File: config.mk
export PLATFORM = sky130hd
export DESIGN_NAME = if_branch_predictor_flat
export DESIGN_NICKNAME = d
export VERILOG_FILES = /design/src/rtl/if_branch_predictor_if.sv /design/src/rtl/if_branch_predictor.sv /design/src/flat_wrapper.sv
export SDC_FILE = /design/constraint.sdc
export NUM_CORES = 2
export LEC_CHECK = 0
export CELL_PAD_IN_SITES_DETAIL_PLACEMENT = 1
export CELL_PAD_IN_SITES_GLOBAL_PLACEMENT = 1
export CORE_ASPECT_RATIO = 1.1
export CORE_UTILIZATION = 50
export DETAILED_ROUTE_END_ITERATION = 10
export GPL_ROUTABILITY_DRIVEN = 0
export PLACE_DENSITY = 0.78
export SYNTH_ARGS = -nofsm -noshare
export SYNTH_HDL_FRONTEND = slang
export SYNTH_SLANG_ARGS = --single-unit
File: constraint.sdc
create_clock -name clk -period 6.5 [get_ports clk]
set_clock_uncertainty 0.1 [all_clocks]
set_input_delay 1.3 -clock clk [delete_from_list [all_inputs] [get_ports clk]]
set_output_delay 1.3 -clock clk [all_outputs]
set_load 0.02 [all_outputs]
File: src/rtl/if_branch_predictor_if.sv
// Fetch/decode signal bundle for the branch predictor: IF-stage lookup,
// ID-stage resolution feedback, and the flush/redirect and statistics outputs.
interface if_branch_predictor_if;
  logic [31:0] if_pc;
  logic        pred_taken;
  logic [31:0] pred_target;
  logic        id_valid;
  logic        id_is_branch;
  logic [31:0] id_pc;
  logic        id_taken;
  logic [31:0] id_target;
  logic        id_pred_taken;
  logic [31:0] id_pred_target;
  logic        mispredict;
  logic [31:0] redirect_pc;
  logic [15:0] br_cnt;
  logic [15:0] miss_cnt;

  modport slave (
    input  if_pc, id_valid, id_is_branch, id_pc, id_taken, id_target,
           id_pred_taken, id_pred_target,
    output pred_taken, pred_target, mispredict, redirect_pc, br_cnt, miss_cnt
  );

  modport master (
    output if_pc, id_valid, id_is_branch, id_pc, id_taken, id_target,
           id_pred_taken, id_pred_target,
    input  pred_taken, pred_target, mispredict, redirect_pc, br_cnt, miss_cnt
  );
endinterface

File: src/rtl/if_branch_predictor.sv
// Direct-mapped BTB with 2-bit saturating counters: zero-cycle fetch lookup,
// ID-stage update with mispredict detection, and saturating statistics counters.
module if_branch_predictor #(
  parameter int IDX_W = 4
) (
  input  logic                  clk,
  input  logic                  rst_n,
  if_branch_predictor_if.slave  bp
);

  localparam int ENTRIES = 1 << IDX_W;
  localparam int TAG_W   = 30 - IDX_W;

  logic             valid_r  [ENTRIES];
  logic [TAG_W-1:0] tag_r    [ENTRIES];
  logic [31:0]      target_r [ENTRIES];
  logic [1:0]       ctr_r    [ENTRIES];
  logic [15:0]      br_cnt_r;
  logic [15:0]      miss_cnt_r;

  logic [IDX_W-1:0] if_idx_s;
  logic [IDX_W-1:0] id_idx_s;
  logic             if_hit_s;
  logic             id_hit_s;
  logic             upd_s;
  logic             mispredict_s;

  function automatic logic [1:0] ctr_next(input logic [1:0] ctr, input logic taken);
    logic [1:0] res;
    if (taken) begin
      res = (ctr == 2'b11) ? 2'b11 : ctr + 2'b01;
    end else begin
      res = (ctr == 2'b00) ? 2'b00 : ctr - 2'b01;
    end
    return res;
  endfunction

  assign if_idx_s = bp.if_pc[IDX_W+1:2];
  assign id_idx_s = bp.id_pc[IDX_W+1:2];
  assign upd_s    = bp.id_valid & bp.id_is_branch;

  // Fetch lookup and ID-stage resolution, both read the pre-update table.
  always_comb begin
    if_hit_s       = valid_r[if_idx_s] && (tag_r[if_idx_s] == bp.if_pc[31:2+IDX_W]);
    id_hit_s       = valid_r[id_idx_s] && (tag_r[id_idx_s] == bp.id_pc[31:2+IDX_W]);
    bp.pred_taken  = if_hit_s & ctr_r[if_idx_s][1];
    if (bp.pred_taken) begin
      bp.pred_target = target_r[if_idx_s];
    end else begin
      bp.pred_target = bp.if_pc + 32'd4;
    end
    mispredict_s = upd_s & ((bp.id_taken != bp.id_pred_taken) ||
                   (bp.id_taken & bp.id_pred_taken & (bp.id_target != bp.id_pred_target)));
    if (bp.id_taken) begin
      bp.redirect_pc = bp.id_target;
    end else begin
      bp.redirect_pc = bp.id_pc + 32'd4;
    end
  end

  assign bp.mispredict = mispredict_s;
  assign bp.br_cnt     = br_cnt_r;
  assign bp.miss_cnt   = miss_cnt_r;

  // Table update: train on hits, allocate only on taken misses.
  always_ff @(posedge clk or negedge rst_n) begin
    if (!rst_n) begin
      for (int i = 0; i < ENTRIES; i++) begin
        valid_r[i]  <= 1'b0;
        tag_r[i]    <= '0;
        target_r[i] <= 32'd0;
        ctr_r[i]    <= 2'b01;
      end
    end else if (upd_s) begin
      if (id_hit_s) begin
        ctr_r[id_idx_s] <= ctr_next(ctr_r[id_idx_s], bp.id_taken);
        if (bp.id_taken) begin
          target_r[id_idx_s] <= bp.id_target;
        end
      end else if (bp.id_taken) begin
        valid_r[id_idx_s]  <= 1'b1;
        tag_r[id_idx_s]    <= bp.id_pc[31:2+IDX_W];
        target_r[id_idx_s] <= bp.id_target;
        ctr_r[id_idx_s]    <= 2'b10;
      end
    end
  end

  // Saturating branch and mispredict statistics.
  always_ff @(posedge clk or negedge rst_n) begin
    if (!rst_n) begin
      br_cnt_r   <= 16'd0;
      miss_cnt_r <= 16'd0;
    end else begin
      if (upd_s && (br_cnt_r != 16'hFFFF)) begin
        br_cnt_r <= br_cnt_r + 16'd1;
      end
      if (mispredict_s && (miss_cnt_r != 16'hFFFF)) begin
        miss_cnt_r <= miss_cnt_r + 16'd1;
      end
    end
  end

endmodule

File: src/flat_wrapper.sv
// flat-port wrapper written by rule: the top's interface ports become plain ports
module if_branch_predictor_flat 
#(
  parameter int IDX_W = 4
)
  (clk, rst_n, bp_if_pc, bp_id_valid, bp_id_is_branch, bp_id_pc, bp_id_taken, bp_id_target, bp_id_pred_taken, bp_id_pred_target, bp_pred_taken, bp_pred_target, bp_mispredict, bp_redirect_pc, bp_br_cnt, bp_miss_cnt);
  if_branch_predictor_if bp_i ();
  input  logic clk;
  input  logic rst_n;
  input wire logic [$bits(bp_i.if_pc)-1:0] bp_if_pc;
  input wire logic [$bits(bp_i.id_valid)-1:0] bp_id_valid;
  input wire logic [$bits(bp_i.id_is_branch)-1:0] bp_id_is_branch;
  input wire logic [$bits(bp_i.id_pc)-1:0] bp_id_pc;
  input wire logic [$bits(bp_i.id_taken)-1:0] bp_id_taken;
  input wire logic [$bits(bp_i.id_target)-1:0] bp_id_target;
  input wire logic [$bits(bp_i.id_pred_taken)-1:0] bp_id_pred_taken;
  input wire logic [$bits(bp_i.id_pred_target)-1:0] bp_id_pred_target;
  output wire logic [$bits(bp_i.pred_taken)-1:0] bp_pred_taken;
  output wire logic [$bits(bp_i.pred_target)-1:0] bp_pred_target;
  output wire logic [$bits(bp_i.mispredict)-1:0] bp_mispredict;
  output wire logic [$bits(bp_i.redirect_pc)-1:0] bp_redirect_pc;
  output wire logic [$bits(bp_i.br_cnt)-1:0] bp_br_cnt;
  output wire logic [$bits(bp_i.miss_cnt)-1:0] bp_miss_cnt;
  assign bp_i.if_pc = bp_if_pc;
  assign bp_i.id_valid = bp_id_valid;
  assign bp_i.id_is_branch = bp_id_is_branch;
  assign bp_i.id_pc = bp_id_pc;
  assign bp_i.id_taken = bp_id_taken;
  assign bp_i.id_target = bp_id_target;
  assign bp_i.id_pred_taken = bp_id_pred_taken;
  assign bp_i.id_pred_target = bp_id_pred_target;
  assign bp_pred_taken = bp_i.pred_taken;
  assign bp_pred_target = bp_i.pred_target;
  assign bp_mispredict = bp_i.mispredict;
  assign bp_redirect_pc = bp_i.redirect_pc;
  assign bp_br_cnt = bp_i.br_cnt;
  assign bp_miss_cnt = bp_i.miss_cnt;
  if_branch_predictor #(.IDX_W(IDX_W)) u_core (.clk(clk), .rst_n(rst_n), .bp(bp_i));
endmodule
* Yosys cells after proc, flatten, opt, wreduce, memory -nomap -nowiden *
Cells that the tools add are included.

cells by class
  add/sub/neg operators = 6
  bitwise gates (word level) = 12
  reductions and logical operators = 11
  magnitude comparators = 3
  equality and inequality tests = 7
  multiplexer cells = 41

operator list
  cell                                                             count
  512-bit bitwise mux                                              1
  416-bit bitwise mux                                              1
  32-bit 2-to-1 mux                                                7
  26-bit binary-select mux with 4-bit select                       2
  26-bit 2-to-1 mux                                                5
  32-bit binary-select mux with 4-bit select                       1
  32-bit demux with 4-bit select                                   1
  26-bit demux with 4-bit select                                   1
  32-bit by 3-bit adder with 32-bit output, second input constant  2
  26-bit equality test                                             2
  16-bit by 1-bit adder with 16-bit output, second input constant  2
  32-bit bitwise mux                                               1
  16-bit != test, second input constant                            2
  32-bit != test                                                   1
  16-bit OR                                                        2
  2-bit 2-to-1 mux                                                 10
  16-bit bitwise AND                                               1
  2-bit binary-select mux with 4-bit select                        2
  16-bit NOT                                                       1
  5-bit greater-or-equal comparator, second input constant         2
  4-bit NOT with 5-bit output                                      2
  1-bit binary-select mux with 4-bit select                        2
  2-bit demux with 4-bit select                                    1
  1-bit bitwise AND                                                5
  14 further kinds                                                 23

storage, ports and cells
  flip-flop bits (word level) = 1008
  word-level logic and storage cells = 146
  input bits = 134
  output and inout port bits = 98

* Logic depth before layout (Yosys ltp) *
  word-level depth = 11
  depth in mapped cells = 15
  depth with buffers taken out = 10

* Least setup slack after synthesis *
Ideal clock, no wire load.

  kind = in2out
  start point = input port bp_if_pc[2]
  end point = output port bp_pred_target[10]
  data required time = 5.100 ns
  path slack = 0.767 ns
  stages on the path = 9
  arrival = 4.333 ns
  buffers on the path = 6
  path through = buf_6 -> buf_2 -> buf_2 -> buf_2 -> buf_2 -> buf_1 -> mux4_2 -> mux4_2 -> mux2_1

on the way
  cells in the longest elaborated chain, start to end = 8
  elaborated cells between the ends (all ways) = 18
  those cells by class = add/sub (1); eq/ne (1); mux (13); bitwise (2); reduce/logical (1)

RTL lines
  element                                                RTL line                                                                         source
  start: declaration                                     flat_wrapper.sv:10                                                               input wire logic [$bits(bp_i.if_pc)-1:0] bp_if_pc;
  4-bit NOT with 5-bit output (implied by the code)      if_branch_predictor.sv:44, if_branch_predictor.sv:46, if_branch_predictor.sv:48
  26-bit binary-select mux with 4-bit select             if_branch_predictor.sv:44                                                        if_hit_s = valid_r[if_idx_s] && (tag_r[if_idx_s] == bp.if_pc[31:2+IDX_W]);
  26-bit 2-to-1 mux (implied by the code) (2 in series)  if_branch_predictor.sv:44
  26-bit equality test                                   if_branch_predictor.sv:44
  1-bit logical AND                                      if_branch_predictor.sv:44
  1-bit bitwise AND                                      if_branch_predictor.sv:46                                                        bp.pred_taken = if_hit_s & ctr_r[if_idx_s][1];
  32-bit 2-to-1 mux *                                    if_branch_predictor.sv:47                                                        if (bp.pred_taken) begin
  end: declaration                                       flat_wrapper.sv:19                                                               output wire logic [$bits(bp_i.pred_target)-1:0] bp_pred_target;

Mark *: on every way between the ends. The rest lies on a longest branch, timed or not. The select of a mux whose other input is x is not followed.

* Final worst setup path *
  start point = input port bp_if_pc[2]
  end point = output port bp_pred_target[5]

The elaborated chain is that of the path after synthesis.

==> metrics.csv <==
metric;value;unit
status;finished, final reports clean;
total routed wirelength;183000;um
CTS buffer count;106;
sequential share of the synthesized area;48.0;%
GRT busiest layer;met2;
M3 GR Usage;7.16;%
I/O pin total;232;
starting density of the core;50.5;%
Clock Tree Buf Depth;3;
Mapped Nets;3756;
Post-Synth XOR/XNOR Area;2.81;%
Final ANT Viol Nets;0;
area of the multi-input gates;25600;um2
adder-cell share of the synthesized area;0.228;%
kind of critical path;in2out;
Final Hold Fails;0;
Die ar.;107000;um2
Core Region;104000;um2
vias in the first global route;38500;
Worst-path clk slew;0.06;ns
Worst Hold Class;reg2reg;
endpoints failing setup;0;
via/cell ratio;6.66;
Post-Synthesis Cells;3614;
met2 global-route usage;55.3;%
commonest non-fill, non-tap cells in the layout;dfrtp_1 (992), mux2_2 (874), mux4_2 (366);
clk_lat worst skew;0.70;ns
Post-Syn Area;52600;um2
Synth Area in Simple Gates;3.90;%
PnR Total Power;17400;uW
synth warn;0;
Sequential Area;25200;um2
Leakage Power;0.0276;uW
CP arrival;5.03;ns
Placed Area;57400;um2
Die X;311;um
Pins Over Slew Limit;0;
crit-path max FO;18;
row cnt;124;
largest net degree at the start of global routing;156;
Filler Cell Count;9629;
crit path from;bp_if_pc[2];
Hold Path Cell Cnt;2;
R2R depth;11;
Pre-antenna DRT Iters;5;
final worst-path cycle share;98.9;%
CTS tree;yes;
most common library cell in the layout ignoring fill and taps;dfrtp_1;
fin util;58.8;%
Setup crit end;bp_pred_target[5];
M1 GR Usage;45.2;%
f_max;0.155;GHz
final net count;3989;
initial antenna violation count;10;
Post-DP HPWL;122000;um
first-pass GRT wire length;271000;um
Worst slew margin;9.99;%
final instance area;61200;um2
worst r2r dst;u_core.tag_r[313];
IO Port Bufs;231;
multiplexer share of the synthesized area;38.5;%
layout cells sized above 1;45.4;%
FF-to-FF Start;u_core.tag_r[359];
area grow syn2layout;16.3;%
largest family of logic cells by synthesized area;multiplexers;
number of synthesized flops with an enable pin;0;
Netlist cell types;72;
root buf cell;clkbuf_16;
clock sink count;1008;
Hold WS;0.365;ns
Final min period;6.43;ns
max capacitance violation total;0;
DR WL/cell;34.4;um
Synth Area in Compound Gates;2.96;%
Power Dens Cells;284;nW/um2
# hold bufs at CTS;0;
R2R Setup Slk;2.28;ns
Async SR Flop Fraction;100;%
via count;35400;
Worst EP required;5.10;ns
Most used DFF post-synth;dfrtp_1;
crit path launch type;input port;
worst slew pin tran;1.35;ns
grt total ovfl;0;
drt drc;0;
Tot GR Track Use;34.8;%
initial DRC count;3410;
Worst VDD drop;0.000228;V
CTS H-tree depth;3;
synthesis-stage register bit count;1008;
hold_sp;u_core.ctr_r[12];
mean post-synth cell area;14.6;um2
Setup TNS Final;0;ns
crit end category;primary output;
Die H;342;um
stage by stage:
stage                     setup WS, ns  cells
after floorplan                  0.767   3614
after global placement         -0.0104   5123
after detailed placement        -0.130   5123
after CTS                       0.0166   5320
after global routing          -0.00639   5322
final                           0.0686   5324
area by class of cell:
class / instances / area share [%]
Sequential cell: 1008 / 41.2
Timing Repair Buffer: 472 / 7.81
Multi-Input combinational cell: 2223 / 41.8
Clock inverter: 42 / 1.01
Clock buffer: 155 / 5.11
Antenna cell: 2 / 0.00818
Inverter: 36 / 0.221
Tap cell: 1386 / 2.83
metal layers:
| metal | up-vias | part of all wire, % |
|---|---|---|
| met5 | - | 0.019 |
| met4 | 6 | 5.9 |
| met3 | 505 | 8.3 |
| met2 | 1801 | 48 |
| met1 | 19100 | 38 |
| li1 | 14000 | - |
cell usage after synthesis (51+ instances only):
master | n | area (um2)
dfrtp_1 | 992 | 24800
mux2_2 | 874 | 9840
mux4_2 | 366 | 8240
clkbuf_1 | 175 | 657
nand2_1 | 131 | 492
xnor2_1 | 120 | 1050
mux2i_1 | 93 | 931
o21ai_0 | 68 | 340
buf_1 | 58 | 218
mux2_4 | 57 | 856
nor2_1 | 52 | 195
buf_2 | 51 | 255
critical path, stage by stage:
cell and delay (ns):
buf_12 0.20, buf_16 0.22, mux4_2 0.54, mux4_2 0.55, xor2_1 0.18, nor4_2 0.30, and4_1 0.24, nand4_1 0.10
buf_4 0.20, buf_6 0.22, mux2_1 0.35, clkdlybuf4s50_1 0.54
cell families after synthesis:
kind of cell	count (synthesis)
AND/OR/NAND/NOR	383
AO/OA/AOI/OAI	236
XOR/XNOR	169
flip-flops	1008
adder cells (fa/ha/maj)	10
multiplexers	1425
buffers and inverters	383
repair_timing:
action / 4_1_cts / 5_1_grt
gates cloned: 0 / 1
setup buffers: 0 / 1
endpoints found under the setup margin: 27 / 32
gates resized for setup: 1 / 13
pin swaps: 0 / 0
power breakdown:
group          switching [uW]  leakage, uW  internal (uW)  total, uW
clock network            2700      0.00183           3870       6570
registers                 615       0.0133           7110       7730
logic                    1440       0.0124           1660       3100
total                    4760       0.0276          12600      17400
sequential cells by signal, indices dropped and copies added, names as in the netlist:
register	cells
u_core.target_r	512
u_core.tag_r	416
u_core.ctr_r	32
u_core.bp.br_cnt	16
u_core.bp.miss_cnt	16
u_core.valid_r	16
worst min path at each step:
| stage | slack (ns) | endpoint |
|---|---|---|
| 2_1_floorplan | 0.34 | u_core.ctr_r[4] |
| 3_3_place_gp | 0.36 | u_core.ctr_r[20] |
| 3_5_place_dp | 0.36 | u_core.ctr_r[12] |
| 4_1_cts | 0.37 | u_core.ctr_r[12] |
| 5_1_grt | 0.38 | u_core.ctr_r[20] |
| 6_report | 0.36 | u_core.ctr_r[12] |
Note: power is estimated with default switching activity, not from simulation.
